===== config.mk =====
export PLATFORM = sky130hd
export DESIGN_NAME = missile_ctrl
export DESIGN_NICKNAME = d
export VERILOG_FILES = /design/src/rtl/missile_ctrl.sv
export SDC_FILE = /design/constraint.sdc
export NUM_CORES = 1
export LEC_CHECK = 0
export BUFFER_PORTS_ARGS = -buffer_cell sky130_fd_sc_hd__buf_2
export CAP_MARGIN = 25
export CORE_UTILIZATION = 40
export CTS_BUF_LIST = sky130_fd_sc_hd__clkbuf_8
export CTS_CLUSTER_SIZE = 16
export DETAILED_ROUTE_END_ITERATION = 10
export PLACE_DENSITY = 0.74
export SLEW_MARGIN = 30
export SYNTH_ARGS = -nofsm -noshare
export SYNTH_HDL_FRONTEND = slang
export SYNTH_SLANG_ARGS = --single-unit

===== constraint.sdc =====
create_clock -name vga_clk_i -period 6.8 [get_ports vga_clk_i]
set_clock_uncertainty 0.15 [all_clocks]
set_input_delay 0.34 -clock vga_clk_i [delete_from_list [all_inputs] [get_ports vga_clk_i]]
set_output_delay 0.34 -clock vga_clk_i [all_outputs]
set_load 0.02 [all_outputs]

===== src/rtl/missile_ctrl.sv =====
// missile_ctrl: round-robin missile slot manager driven by frame ticks.
// Ports: vga_clk_i clock; vga_rst_i synchronous active-low reset;
//   frame_tick_i per-frame pulse; fire_i fire button level; player_col_i launch column;
//   hit_i per-slot hit pulse; missle_en_o slot-in-flight flags;
//   missle_col_o / missle_row_o packed slot positions (slot 0 in the LSBs);
//   fire_ack_o launch acknowledge pulse; full_o all slots in flight.
// Optional: define MISSILE_HIT_CLEAR_EN to let hit_i retire a flying slot.
module missile_ctrl #(
  parameter int NUM_SLOTS       = 3,
  parameter int COL_W           = 12,
  parameter int Y_START         = 420,
  parameter int Y_TOP           = 16,
  parameter int STEP            = 4,
  parameter int COOLDOWN_FRAMES = 2
) (
  input  logic                       vga_clk_i,
  input  logic                       vga_rst_i,
  input  logic                       frame_tick_i,
  input  logic                       fire_i,
  input  logic [COL_W-1:0]           player_col_i,
  input  logic [NUM_SLOTS-1:0]       hit_i,
  output logic [NUM_SLOTS-1:0]       missle_en_o,
  output logic [NUM_SLOTS*COL_W-1:0] missle_col_o,
  output logic [NUM_SLOTS*COL_W-1:0] missle_row_o,
  output logic                       fire_ack_o,
  output logic                       full_o
);
  localparam int PW = NUM_SLOTS > 1 ? $clog2(NUM_SLOTS) : 1;
  localparam int CW = $clog2(COOLDOWN_FRAMES + 2);
  typedef enum logic {IDLE, FLYING} state_e;
  state_e           st_q  [NUM_SLOTS];
  state_e           st_d  [NUM_SLOTS];
  logic [COL_W-1:0] row_q [NUM_SLOTS];
  logic [COL_W-1:0] row_d [NUM_SLOTS];
  logic [COL_W-1:0] col_q [NUM_SLOTS];
  logic [COL_W-1:0] col_d [NUM_SLOTS];
  logic [PW-1:0]    rr_q, sel;
  logic [CW-1:0]    cd_q;
  logic             fire_q, pend_q, found, launch;
  logic [NUM_SLOTS-1:0] hit_m, en_d;
  int               j;
`ifdef MISSILE_HIT_CLEAR_EN
  assign hit_m = hit_i;
`else
  logic unused_hit;
  assign unused_hit = ^hit_i;
  assign hit_m = '0;
`endif
  for (genvar g = 0; g < NUM_SLOTS; g++) begin : g_out
    assign missle_en_o[g]                  = st_q[g] == FLYING;
    assign missle_row_o[g*COL_W +: COL_W] = row_q[g];
    assign missle_col_o[g*COL_W +: COL_W] = col_q[g];
  end
  // Scan downward so the idle slot closest after rr_q is the last one written.
  always_comb begin
    sel   = '0;
    found = 1'b0;
    j     = 0;
    for (int i = NUM_SLOTS - 1; i >= 0; i--) begin
      j = int'(rr_q) + i;
      j = j >= NUM_SLOTS ? j - NUM_SLOTS : j;
      if (st_q[PW'(j)] == IDLE) begin
        sel   = PW'(j);
        found = 1'b1;
      end
    end
  end
  // Launch uses pre-tick idle status, so a slot retiring this tick is not reused.
  always_comb begin
    launch = frame_tick_i & pend_q & (cd_q == '0) & found;
    for (int k = 0; k < NUM_SLOTS; k++) begin
      st_d[k]  = st_q[k];
      row_d[k] = row_q[k];
      col_d[k] = col_q[k];
      if (launch && sel == PW'(k)) begin
        st_d[k]  = FLYING;
        row_d[k] = COL_W'(Y_START);
        col_d[k] = player_col_i;
      end else if (st_q[k] == FLYING && hit_m[k]) begin
        st_d[k] = IDLE;
      end else if (st_q[k] == FLYING && frame_tick_i) begin
        // Compare against Y_TOP+STEP before subtracting so the row never wraps.
        st_d[k]  = row_q[k] < COL_W'(Y_TOP + STEP) ? IDLE : FLYING;
        row_d[k] = row_q[k] < COL_W'(Y_TOP + STEP) ? row_q[k] : row_q[k] - COL_W'(STEP);
      end
      en_d[k] = st_d[k] == FLYING;
    end
  end
  always_ff @(posedge vga_clk_i) begin
    if (!vga_rst_i) begin
      for (int k = 0; k < NUM_SLOTS; k++) begin
        st_q[k]  <= IDLE;
        row_q[k] <= COL_W'(Y_START);
        col_q[k] <= '0;
      end
      rr_q       <= '0;
      cd_q       <= '0;
      pend_q     <= 1'b0;
      fire_q     <= 1'b0;
      fire_ack_o <= 1'b0;
      full_o     <= 1'b0;
    end else begin
      for (int k = 0; k < NUM_SLOTS; k++) begin
        st_q[k]  <= st_d[k];
        row_q[k] <= row_d[k];
        col_q[k] <= col_d[k];
      end
      fire_q     <= fire_i;
      pend_q     <= launch ? 1'b0 : pend_q | (fire_i & ~fire_q);
      rr_q       <= launch ? (sel == PW'(NUM_SLOTS - 1) ? '0 : sel + PW'(1)) : rr_q;
      cd_q       <= launch ? CW'(COOLDOWN_FRAMES) : (frame_tick_i && cd_q != '0) ? cd_q - CW'(1) : cd_q;
      fire_ack_o <= launch;
      full_o     <= &en_d;
    end
  end
endmodule


==> impl_metrics.env, run 1 <==
export IMPL_synth_seq_area_share=0.469
export IMPL_avgSynthCellArea_um2=9.33
export IMPL_grt_usage=0.181
export IMPL_nets=460
export IMPL_p_sw_frac=0.262
export IMPL_final_common_cell="buf_2"
export IMPL_cts_resized_gates=0
export IMPL_ys_flop_type="dfxtp_1"
export IMPL_cts_buffer_depth=2
export IMPL_postPlaceCellArea_um2=3740
export IMPL_dieHeight_um=92.6
export IMPL_netlist_instances=352
export IMPL_fin_area_um2=3940
export IMPL_switching_power_mw=0.234
export IMPL_fillCellCount=764
export IMPL_worst_slew_pin_slew_ns=0.836
export IMPL_start_kind="flop"
export IMPL_drive_above_1_share=0.263
export IMPL_critPathKind="reg -> reg"
export IMPL_totalWireLength_mm=7.56
export IMPL_synthDominantCellAreaShare=0.469
export IMPL_via_count=2764
export IMPL_peakVddDrop_uv=111
export IMPL_syn_area_um2=3280
export IMPL_hold_violations=0
export IMPL_dp_hpwl_mm=5.56
export IMPL_yosysWarnings=0
export IMPL_synth_edf_count=0
export IMPL_postCtsSetupRepairBufs=0
export IMPL_antenna_found_initial=0
export IMPL_holdCritPathClass="in -> reg"
export IMPL_cts_num_sinks=77
export IMPL_synth_seq_cells=77
export IMPL_cts_buffers=9
export IMPL_grt_pass1_wl_mm=12.2
export IMPL_cap_violations=0
export IMPL_setup_viol=0
export IMPL_grt_pass1_vias=2604
export IMPL_status="completed"
export IMPL_io_pins=96
export IMPL_clk_pin_slew_ns=0.08
export IMPL_crit_required_ns=6.95
export IMPL_drc=0
export IMPL_post_route_period_util=0.426
export IMPL_finalSetupTns_ns=0
export IMPL_htree_levels=3
export IMPL_die_w_um=92.6
export IMPL_finalMaxSlewViolations=0
export IMPL_leakage_nw=1.70
export IMPL_worstSkewPairLatency_ns=0.35
export IMPL_ctsRootBufferMaster="clkbuf_8"
export IMPL_critPathArrivalTime_ns=3.04
export IMPL_ctsHoldBuffers=0
export IMPL_via_per_inst=5.12
export IMPL_max_slew_margin=0.443
export IMPL_seq_area_um2=1540
export IMPL_multi_input_area_um2=1570
export IMPL_area_delta_synth_final_pct=19.8
export IMPL_synth_cell_type_count=48
export IMPL_grt_max_degree=23
export IMPL_core_um2=7850
export IMPL_n_antenna_cell=0
export IMPL_mostFrequentLayoutCells="buf_2 (86), dfxtp_1 (77), nand2_1 (31)"
export IMPL_drt_pass1_iter_count=4
export IMPL_power_density_nw_per_um2=227
export IMPL_place_congestion=0.841
export IMPL_rsz0062_at_grt="false"
export IMPL_yosys_top_cells_area="dfxtp_1 (47%), a22o_1 (6.7%), nand2_1 (3.5%), a21oi_1 (3.4%), nand3_1 (3.2%)"
export IMPL_async_flop_share=0
export IMPL_seq_power_share=0.526
export IMPL_ant_nets=0
export IMPL_combPwrFrac=0.102
export IMPL_period_needed_ns=2.90
export IMPL_cts_tree="built"
export IMPL_end_kind="flop"
export IMPL_pwr_share_clk=0.372
export IMPL_fp_row_count=32
export IMPL_initial_core_util=0.419
export IMPL_wire_per_inst_um=14.0
export IMPL_drt_iter0_drc=114
export IMPL_fp_dieArea_um2=8580
export IMPL_overflow=0
export IMPL_port_buffers=86
export IMPL_p_int_mw=0.659
export IMPL_path_max_fanout=16
export IMPL_fmax_ghz=0.345
export IMPL_synth_top_cell_by_area="dfxtp_1"
## flip-flops by register name, indices dropped and copies added (netlist names)
register	flops
rr_q	2
col_q	36
cd_q	2
row_q	30
full_o	1
pend_q	1
fire_ack_o	1
fire_q	1
st_q	3
## worst max-delay path, cell delays in order (launching register included)
cell and delay [ns]:
dfxtp_1 0.33, inv_1 0.07, ha_1 0.39, o21bai_1 0.24
nor3_2 0.08, o22a_1 0.38, a21oi_1 0.72, buf_4 0.32
a22o_1 0.15
## cell families after synthesis
| family | after synthesis | share of synthesized area |
|---|---|---|
| buffers and inverters | 40 | 0.0621 |
| flip-flops | 77 | 0.469 |
| AND/OR/NAND/NOR | 109 | 0.174 |
| adder cells (fa/ha/maj) | 7 | 0.0267 |
| AO/OA/AOI/OAI | 97 | 0.211 |
| XOR/XNOR | 21 | 0.0560 |
| other | 1 | 0.00114 |
## per-layer routing
layer / part of all wire / global-route usage / vias to the layer above
met1: 0.45 / 0.223 / 1282
met5: 0 / 0 / -
met3: 0.053 / 0.0484 / 12
met2: 0.47 / 0.298 / 72
li1: - / - / 1398
met4: 0.019 / 0.0769 / 0
## power groups by stage
| stage | Sequential (mW) | Clock (mW) | Combinational, mW |
|---|---|---|---|
| after floorplan | 0.486 | 0 | 0.0589 |
| after global placement | 0.479 | 0 | 0.0881 |
| after detailed placement | 0.480 | 0 | 0.0899 |
| after CTS | 0.469 | 0.340 | 0.0900 |
| after global routing | 0.471 | 0.360 | 0.101 |
| final | 0.469 | 0.332 | 0.0908 |
## cell usage after synthesis, drive strengths merged, types with 2 or more instances
master   n
and3     4
and2     9
xor2    10
or4      3
o21bai   3
xnor2   11
buf     18
a21oi   24
nor2    18
nor4     4
nand4b   3
dfxtp   77
o21ai   21
o211a    3
inv     17
clkbuf   4
nor3     6
ha       7
nand3   21
nand2b   3
a211oi   5
nand2   31
nand4    4
a22o    25
o21a     3
a41oi    2
a21boi   4
## through the flow
stage               total power [mW]  utilization  setup slack [ns]  hold WS (ns)  instances
detailed placement             0.569        0.477              3.88         0.301        525
CTS                            0.899        0.501              3.89        0.0587        540
floorplan                      0.545            -              4.59         0.279        357
global placement               0.567        0.477              3.95         0.304        525
finish                         0.892        0.502              3.90        0.0670        540
global route                   0.932        0.502              3.60        0.0742        540
## worst paths after layout
| check | startpoint | endpoint | slack, ns | cells past startpoint |
|---|---|---|---|---|
| max | rr_q[0] | col_q[0][18] | 3.90 | 8 |
| min | fire_i | fire_q | 0.07 | 2 |
| max reg2reg | rr_q[0] | col_q[0][18] | 3.90 | 8 |
| min reg2reg | row_q[0][11] | row_q[0][11] | 0.32 | 1 |
## cell type report
cell class	count	area share
clock inverters	6	0.0165
repair buffers	88	0.113
well taps	102	0.0324
flip-flops and latches	77	0.392
multi-input cells	240	0.398
clock buffers	9	0.0315
inverters	18	0.0172
Note: power is estimated with default switching activity, not from simulation.
==> run 2, diff against run 1 <==
--- a/config.mk
+++ b/config.mk
@@ -5,13 +5,14 @@
 export SDC_FILE = /design/constraint.sdc
 export NUM_CORES = 1
 export LEC_CHECK = 0
+export ABC_AREA = 1
 export BUFFER_PORTS_ARGS = -buffer_cell sky130_fd_sc_hd__buf_2
 export CAP_MARGIN = 25
 export CORE_UTILIZATION = 40
 export CTS_BUF_LIST = sky130_fd_sc_hd__clkbuf_8
 export CTS_CLUSTER_SIZE = 16
 export DETAILED_ROUTE_END_ITERATION = 10
-export PLACE_DENSITY = 0.74
+export PLACE_DENSITY = 0.73
 export SLEW_MARGIN = 30
 export SYNTH_ARGS = -nofsm -noshare
 export SYNTH_HDL_FRONTEND = slang
==> constraint.sdc (replaced) <==
create_clock -name vga_clk_i -period 2.7 [get_ports vga_clk_i]
set_clock_uncertainty 0.15 [all_clocks]
set_input_delay 0.135 -clock vga_clk_i [delete_from_list [all_inputs] [get_ports vga_clk_i]]
set_output_delay 0.135 -clock vga_clk_i [all_outputs]
set_load 0.02 [all_outputs]
==> run 2 against run 1 <==
  * The flow now finishes with violations (DRC)
  * Utilization up 0.48 points
  * Sequential cell count unchanged
  * Critical path type unchanged
  * Wire length up 18%
  * Critical endpoint is now col_q[0][7]
==> impl_metrics.env, run 2 <==
export IMPL_status="complete, but fails checks"
export IMPL_violations="DRC"
export IMPL_utilization=0.506
export IMPL_worstSkewPairLatency_ns=0.35
export IMPL_synth_cell_type_count=33
export IMPL_final_cell_count_no_fill=721
export IMPL_syn_area_um2=3690
export IMPL_period_needed_ns=2.45
export IMPL_hold_violations=0
export IMPL_finalSetupTns_ns=0
export IMPL_totalWireLength_mm=8.95
export IMPL_finalMaxSlewViolations=0
export IMPL_overflow=0
export IMPL_synth_compound_area_frac=0.0713
export IMPL_synth_seq_cells=77
export IMPL_core_um2=8810
export IMPL_mostFrequentLayoutCells="nand2_1 (127), buf_2 (86), dfxtp_1 (77)"
export IMPL_antenna_found_initial=0
export IMPL_dp_hpwl_mm=6.63
export IMPL_grt_max_degree=36
export IMPL_start_kind="flop"
export IMPL_combPwrFrac=0.127
export IMPL_postPlaceCellArea_um2=4140
export IMPL_rsz0062_at_grt="false"
export IMPL_ant_nets=0
export IMPL_dieHeight_um=98.0
export IMPL_synthDominantCellAreaShare=0.418
export IMPL_ys_flop_type="dfxtp_1"
export IMPL_avgSynthCellArea_um2=7.19
export IMPL_cts_buffer_depth=2
export IMPL_grt_usage=0.194
export IMPL_critPathKind="reg -> reg"
export IMPL_async_flop_share=0
export IMPL_htree_levels=3
export IMPL_cap_violations=0
export IMPL_synthAdderAreaFrac=0.0238
export IMPL_via_count=3544
export IMPL_power_density_nw_per_um2=515
export IMPL_drt_pass1_iter_count=7
export IMPL_crit_required_ns=2.85
export IMPL_p_int_mw=1.60
export IMPL_fp_dieArea_um2=9600
export IMPL_post_route_period_util=0.909
export IMPL_synth_most_common_cell="nand2_1"
export IMPL_peakVddDrop_uv=302
export IMPL_synth_edf_count=0
export IMPL_drc=3
export IMPL_top_register="col_q"
export IMPL_area_delta_synth_final_pct=21.0
export IMPL_yosysWarnings=0
export IMPL_fmax_ghz=0.408
export IMPL_n_antenna_cell=0
export IMPL_pwr_share_clk=0.356
export IMPL_synth_common_cells="nand2_1 (127), dfxtp_1 (77), nor2_1 (63)"
export IMPL_largest_reg_flops=36
export IMPL_final_common_cell="nand2_1"
export IMPL_fp_row_count=34
export IMPL_dp_cells=691
export IMPL_synth_seq_area_share=0.418
export IMPL_clk_pin_slew_ns=0.09
export IMPL_muxShareOfSynthArea=0
export IMPL_fin_area_um2=4460
export IMPL_cts_buffers=9
export IMPL_yosys_area_share_simple=0.345
export IMPL_initial_core_util=0.419
export IMPL_ctsRootBufferMaster="clkbuf_8"
export IMPL_netlist_instances=513
export IMPL_cts_tree="built"
export IMPL_wire_per_inst_um=12.4
export IMPL_die_w_um=98.0
export IMPL_switching_power_mw=0.694
export IMPL_setup_viol=0
export IMPL_p_sw_frac=0.302
export IMPL_leakage_nw=2.19
export IMPL_holdCritPathClass="in -> reg"
export IMPL_via_per_inst=4.92
export IMPL_nets=634
export IMPL_synth_xor_area_frac=0.0404
export IMPL_largestRegisters="col_q (36), row_q (30), st_q (3)"
export IMPL_power_mw=2.30
export IMPL_drive_above_1_share=0.222
export IMPL_cts_num_sinks=77
export IMPL_port_buffers=86
export IMPL_yosys_top_cells_area="dfxtp_1 (42%), nand2_1 (13%), nand3_1 (7.1%), nor2_1 (6.4%), inv_1 (5.6%)"
export IMPL_grt_pass1_vias=3451
export IMPL_seq_power_share=0.517
export IMPL_synth_top_family_by_area="simple AND/OR/NAND/NOR gates"
export IMPL_critPathArrivalTime_ns=2.60
export IMPL_io_pins=96
export IMPL_drt_iter0_drc=144
export IMPL_grt_pass1_wl_mm=15.2
export IMPL_synth_top_cell_by_area="dfxtp_1"
export IMPL_end_kind="flop"
export IMPL_place_congestion=0.874
export IMPL_path_max_fanout=22
## run 2: cell types whose count changed in the layout (fill, tap and decap cells not counted), moves of 8 or more
cell and delta:
nand2_1 +96, nor2_1 +45, inv_1 +38, nand3_1 +31
a22o_1 -25, o21ai_0 -15, dlygate4sd3_1 +13, o21ai_1 +11
and2_1 -8
## run 2: stage by stage
step                hold WS (ns)  setup slack (ns)
floorplan                 0.0785             0.711
global placement           0.180             0.330
detailed placement         0.186             0.231
CTS                       0.0198             0.196
global route              0.0408            0.0348
finish                    0.0370             0.246
## run 2: worst max-delay path: stages (launching register included)
cell	delay [ns]
dfxtp_1	0.35
inv_1	0.08
ha_1	0.36
nand2_1	0.12
nand2_1	0.05
nor2_1	0.13
nor2_1	0.08
nand3_1	0.09
nand3_1	0.09
nand2_2	0.27
nand2_4	0.25
nor2_4	0.24
nand2_1	0.08
nand2_1	0.06
## run 2: repair_timing
item / 4_1_cts / 5_1_grt
resized for setup: 0 / 1
hold buffers: 13 / 0
setup endpoints to repair: 0 / 12
setup buffers: 0 / 0
endpoints found under the hold margin: 26 / 0
## run 2: power groups by stage
stage	combinational [mW]	clock [mW]	sequential, mW
final	0.291	0.818	1.19
after global routing	0.324	0.889	1.19
after CTS	0.289	0.843	1.19
after detailed placement	0.273	0	1.21
after global placement	0.262	0	1.21
after floorplan	0.191	0	1.23
## run 2: cell families (layout without fill, tap and decap cells)
group / after synthesis / count (layout)
buffers and inverters: 83 / 177
other: 1 / 6
adder cells (fa/ha/maj): 7 / 7
XOR/XNOR: 17 / 17
flip-flops: 77 / 77
AND/OR/NAND/NOR: 284 / 285
AO/OA/AOI/OAI: 44 / 44
## run 2: final timing paths
kind	startpoint	to	slack (ns)	cells past startpoint
min	vga_rst_i	row_q[0][8]	0.04	2
max reg2reg	rr_q[0]	col_q[0][7]	0.25	13
min reg2reg	row_q[0][35]	row_q[0][35]	0.30	2
max	rr_q[0]	col_q[0][7]	0.25	13
## run 2: per-layer routing
layer / global-route usage / vias up / part of all wire
li1: - / 1793 / -
met1: 0.230 / 1650 / 0.44
met2: 0.338 / 90 / 0.50
met3: 0.0429 / 11 / 0.049
met4: 0.0804 / 0 / 0.014
met5: 0 / - / 0
## run 2: final cells by class
class / instances / area (um2)
repair buffers: 101 / 576
clock inverters: 7 / 55.1
clock buffers: 9 / 124
inverters: 60 / 225
fillers: 854 / 4350
well taps: 108 / 135
multi-input cells: 359 / 1800
flip-flops and latches: 77 / 1540
